**src/rtl/hazard_ctrl_unit.sv**
```systemverilog
// Pipeline hazard controller: load-use stalls with a multi-cycle hold FSM, dmem-busy freeze, branch flush.
// Optional performance counters are built only when HAZ_PERF_CNT_EN is defined.
module hazard_ctrl_unit #(
   parameter int REG_AW   = 5,
   parameter int LOAD_LAT = 1,
   parameter int CNT_W    = 4
) (
   input  logic              clk,
   input  logic              rst_n,
   input  logic [REG_AW-1:0] id_rs1,
   input  logic [REG_AW-1:0] id_rs2,
   input  logic              id_rs1_used,
   input  logic              id_rs2_used,
   input  logic [REG_AW-1:0] ex_rd,
   input  logic              ex_mem_read,
   input  logic              ex_branch_taken,
   input  logic              dmem_busy,
   output logic              pc_stall,
   output logic              ifid_stall,
   output logic              idex_stall,
   output logic              exmem_stall,
   output logic              idex_bubble,
   output logic              ifid_flush,
   output logic              stall_busy,
   output logic [31:0]       perf_stall_cnt,
   output logic [31:0]       perf_flush_cnt
);

   // state       | meaning
   // ST_IDLE     | no stall in progress; load-use hazards detected here
   // ST_LOAD_STALL | holding PC/IF-ID and bubbling ID-EX until load data is forwardable
   typedef enum logic {ST_IDLE, ST_LOAD_STALL} state_t;

   state_t           state_q, state_d;
   logic [CNT_W-1:0] cnt_q, cnt_d;
   logic             hazard;

   assign hazard = ex_mem_read && (ex_rd != '0) &&
                   ((id_rs1_used && (ex_rd == id_rs1)) || (id_rs2_used && (ex_rd == id_rs2)));

   always_ff @(posedge clk or negedge rst_n) begin
      if (!rst_n) begin
         state_q <= ST_IDLE;
         cnt_q   <= '0;
      end else begin
         state_q <= state_d;
         cnt_q   <= cnt_d;
      end
   end

   always_comb begin
      state_d     = state_q;
      cnt_d       = cnt_q;
      pc_stall    = 1'b0;
      ifid_stall  = 1'b0;
      idex_stall  = 1'b0;
      exmem_stall = 1'b0;
      idex_bubble = 1'b0;
      ifid_flush  = 1'b0;
      if (dmem_busy) begin
         // EX is frozen, so any branch or hazard seen now is re-evaluated after busy drops
         pc_stall    = 1'b1;
         ifid_stall  = 1'b1;
         idex_stall  = 1'b1;
         exmem_stall = 1'b1;
      end else if (ex_branch_taken) begin
         ifid_flush  = 1'b1;
         idex_bubble = 1'b1;
         state_d     = ST_IDLE;
         cnt_d       = '0;
      end else begin
         case (state_q)
            ST_IDLE: begin
               if (hazard) begin
                  pc_stall    = 1'b1;
                  ifid_stall  = 1'b1;
                  idex_bubble = 1'b1;
                  if (LOAD_LAT > 1) begin
                     state_d = ST_LOAD_STALL;
                     cnt_d   = CNT_W'(LOAD_LAT - 1);
                  end
               end
            end
            ST_LOAD_STALL: begin
               pc_stall    = 1'b1;
               ifid_stall  = 1'b1;
               idex_bubble = 1'b1;
               cnt_d       = cnt_q - 1'b1;
               if (cnt_q == CNT_W'(1)) begin
                  state_d = ST_IDLE;
               end
            end
            default: begin
               state_d = ST_IDLE;
               cnt_d   = '0;
            end
         endcase
      end
   end

   assign stall_busy = (state_q == ST_LOAD_STALL);

`ifdef HAZ_PERF_CNT_EN
   logic [31:0] perf_stall_q, perf_flush_q;
   logic        load_use_evt;

   // a bubble without a flush can only come from a load-use stall
   assign load_use_evt = idex_bubble && !ifid_flush;

   always_ff @(posedge clk or negedge rst_n) begin
      if (!rst_n) begin
         perf_stall_q <= '0;
         perf_flush_q <= '0;
      end else begin
         if (load_use_evt) perf_stall_q <= perf_stall_q + 32'd1;
         if (ifid_flush)   perf_flush_q <= perf_flush_q + 32'd1;
      end
   end

   assign perf_stall_cnt = perf_stall_q;
   assign perf_flush_cnt = perf_flush_q;
`else
   assign perf_stall_cnt = '0;
   assign perf_flush_cnt = '0;
`endif

endmodule

```
**config.mk**
```make
export PLATFORM = sky130hd
export DESIGN_NAME = hazard_ctrl_unit
export DESIGN_NICKNAME = d
export VERILOG_FILES = /design/src/rtl/hazard_ctrl_unit.sv
export SDC_FILE = /design/constraint.sdc
export NUM_CORES = 1
export LEC_CHECK = 0
export CORE_UTILIZATION = 30
export CTS_BUF_LIST = sky130_fd_sc_hd__clkbuf_8
export CTS_CLUSTER_DIAMETER = 120
export DETAILED_ROUTE_END_ITERATION = 10
export GPL_ROUTABILITY_DRIVEN = 0
export HOLD_SLACK_MARGIN = 0.05
export PLACE_DENSITY = 0.87
export SYNTH_ARGS = -nofsm -noshare
export SYNTH_HDL_FRONTEND = slang
export SYNTH_SLANG_ARGS = --single-unit
```
**constraint.sdc**
```tcl
create_clock -name clk -period 1.6 [get_ports clk]
set_input_delay 0.24 -clock clk [delete_from_list [all_inputs] [get_ports clk]]
set_output_delay 0.24 -clock clk [all_outputs]
set_load 0.01 [all_outputs]
```
==> results.md <==
* Outcome: finished with violations
* Failing checks: DRC, setup timing
* Final Net Count at 176
* Vias in the first global route at around 530
* Die height at between 50 and 60 um
* Ys async rst share at 100%
* Arr. time, crit path at roughly 1.4 ns
* Hold_ws at about 0.25 ns
* PnR Total Power at 601 uW
* Vias at 669
* Clock Path Buffers at 2
* Place WS at -0.889 ns
* # setup viols final at 3
* Worst Setup Start Kind: input pin
* CTS tree: built
* HP Class: in -> async
* I/O pins at 93
* CTS H-Tree Depth at 1
* Setup WS post-layout at -0.0349 ns
* CP Launch Point: id_rs1[1]
* Routed WL at 1.55 mm
* Worst Setup End Kind: output port
* Peak supply drop at 0.178 mV
* Fmax achieved at between 600 and 700 MHz
* Clock root buffer master: clkbuf_8
* Syn Area/Cell at around 7.9 um^2
* Final period util at 102%
* RR Startpoint: stall_busy
* Final HPWL DP at roughly 1.3 mm
* Synth cell types at 25
* RSZ-0062 raised after global routing: yes
* Number of max-cap violations at 0
* Clk sinks at 5
* Crit-path max FO at 2
* # hold bufs at CTS at 0
* Layout cells sized above 1 at 17.9%
* Post-route DRC violation count at 5
* Pwr Density at 570 mW/mm^2
* Hold Fails Final Rpt at 0
* Delay of the slowest critical-path stage at 0.31 ns
* Die width at between 50 and 60 um
* N_diodes at 0
* Required time worst endpoint at ~1.4 ns
* Routed wire per std cell at about 8.5 um
* # port buffers at 28
* Row count at 19
* Leakage at about 0.57 nW
* Fill cells at around 300
* GRT overflow at 0
* Reg2Reg Depth at 5
* Core ar. at 0.00285 mm^2
* Total GRT Usage at 9.36%
* Seq/Total Area, Yosys at 13.4%
* CP max stage cell: nor4_2
* Skew final at roughly 0.00048 ns
* Die area at approximately 0.0033 mm^2
* Total CTS buffers at 3
* Largest net degree at the start of global routing at 11
* First-pass GRT wire length at approximately 2.3 mm
* Antenna violations before repair at 0
* Crit path cell chain: buf_6, xor2_1, nor4_2, a32oi_2, o31ai_2, buf_2
* Synth-to-Final Area Change at 12.9%
* Synth Cell Area at approximately 930 um^2
* Drt pass-1 iters at 6
* Crit Path Class: in -> out
* Main synth FF type: dfrtp_1
* Final Max Tran Viols at 0
* Synthesized instance count at about 120
* Worst-Skew Late Latency at approximately 0.22 ns
* Clk slew on worst S/H paths at 0.04 ns
* Yosys warnings at 0
* Post-synthesis register bit count at 5
* Min Clock Period, post-route at 1.63 ns
* Initial DRC count at 7
* Post-DR vias/cell at ~3.7
* Post-CTS Setup Inserts at 0
* Initial Util at between 30% and 40%
* Post-synth EDFFs at 0
* ANT nets after route at 0
## stage by stage
stage               std cells  TNS [ns]  cell area [um^2]  util (%)
floorplan                 181         0              1170         -
global placement          178     -3.14              1030      36.1
detailed placement        178     -3.13              1030      36.1
CTS                       182   -0.0532              1060      37.1
global route              182    -0.382              1050      36.9
finish                    182   -0.0891              1050      36.9
## synthesized netlist by cell type (all sizes together) (2+ instances only)
cell type | number | area [um^2]
xor2 | 8 | 70.1
a21oi | 4 | 20.0
xnor2 | 2 | 17.5
inv | 3 | 11.3
nand2 | 4 | 15.0
dfrtp | 5 | 125
nor2 | 2 | 7.51
buf | 68 | 508
o31ai | 3 | 22.5
nor4 | 2 | 12.5
ha | 2 | 25.0
o21ai | 3 | 15.0
nor3 | 2 | 10.0
## report_power, final
part | leakage, nW | internal [mW] | switching (mW)
logic | 0.477 | 0.0843 | 0.134
registers | 0.0683 | 0.140 | 0.0127
clock network | 0.0269 | 0.165 | 0.0655
## area by class of cell
| cell class | count | area (um^2) | area share [%] |
|---|---|---|---|
| clock inverters | 1 | 3.75 | 0.356 |
| multi-input cells | 105 | 551 | 52.3 |
| flip-flops and latches | 5 | 125 | 11.9 |
| inverters | 3 | 11.3 | 1.07 |
| well taps | 31 | 38.8 | 3.68 |
| repair buffers | 34 | 283 | 26.8 |
| clock buffers | 3 | 41.3 | 3.92 |
## flip-flops by register name, indices dropped and copies added (netlist names)
register and flops:
cnt_q 4, stall_busy 1
## logic make-up after synthesis
family / count (synthesis) / synth area share (%)
and+or+nand+nor: 14 / 8.18
xor gates and xnor gates: 10 / 9.38
DFF: 5 / 13.4
adders and majority gates: 2 / 2.68
other: 1 / 0.402
AOI/OAI and AO/OA: 15 / 10.3
buffers and inverters: 71 / 55.6
## placed cells by master (no fill, tap or decap)
cell type,synthesis,routed
dfrtp_1,5,5
xor2_1,8,8
nand2_1,4,4
buf_2,1,8
a32oi_2,0,1
o31ai_1,3,2
buf_4,67,5
a22o_1,1,1
o21ai_1,1,2
o21a_1,1,1
inv_1,3,4
dlygate4sd2_1,0,6
nor2_1,2,2
clkbuf_2,0,1
or4b_1,1,1
conb_1,1,64
and2_1,0,1
or2b_1,1,1
clkdlybuf4s15_1,0,1
o31ai_2,0,1
nor4_2,0,2
ha_1,2,2
buf_6,0,6
clkbuf_8,0,3
a21oi_1,4,4
o21bai_1,1,1
nor3_1,2,2
clkdlybuf4s50_1,0,7
xnor2_1,2,2
or4_1,1,1
o21ai_0,2,1
o22ai_1,1,1
## path summary, 6_finish.rpt
path	to	slack, ns
worst min register to register	cnt_q[0]	0.54
worst max register to register	cnt_q[3]	0.21
worst max-delay path	ifid_stall	-0.03
max in group asynchronous	cnt_q[0]	1.15
worst min-delay path	cnt_q[3]	0.25
min in group clk	cnt_q[0]	0.54
## what timing repair did
item                       CTS  global route
pin swaps                   16             1
resized for setup           73             1
setup endpoints to repair    6             3
## routing by layer
metal,part of all wire [%],global-route usage (%),up-vias
met4,1.5,5.10,0
met5,0,0,-
met3,13,3.13,3
met1,33,9.18,288
met2,53,17.3,60
li1,-,-,318
## worst max-delay path, delay by kind of cell
kind	cells	cell delay [ns]
AOI/OAI and AO/OA	2	0.41
xor gates and xnor gates	1	0.16
buffers and inverters	2	0.27
and+or+nand+nor	1	0.31
(Power assumes the default switching activity.)
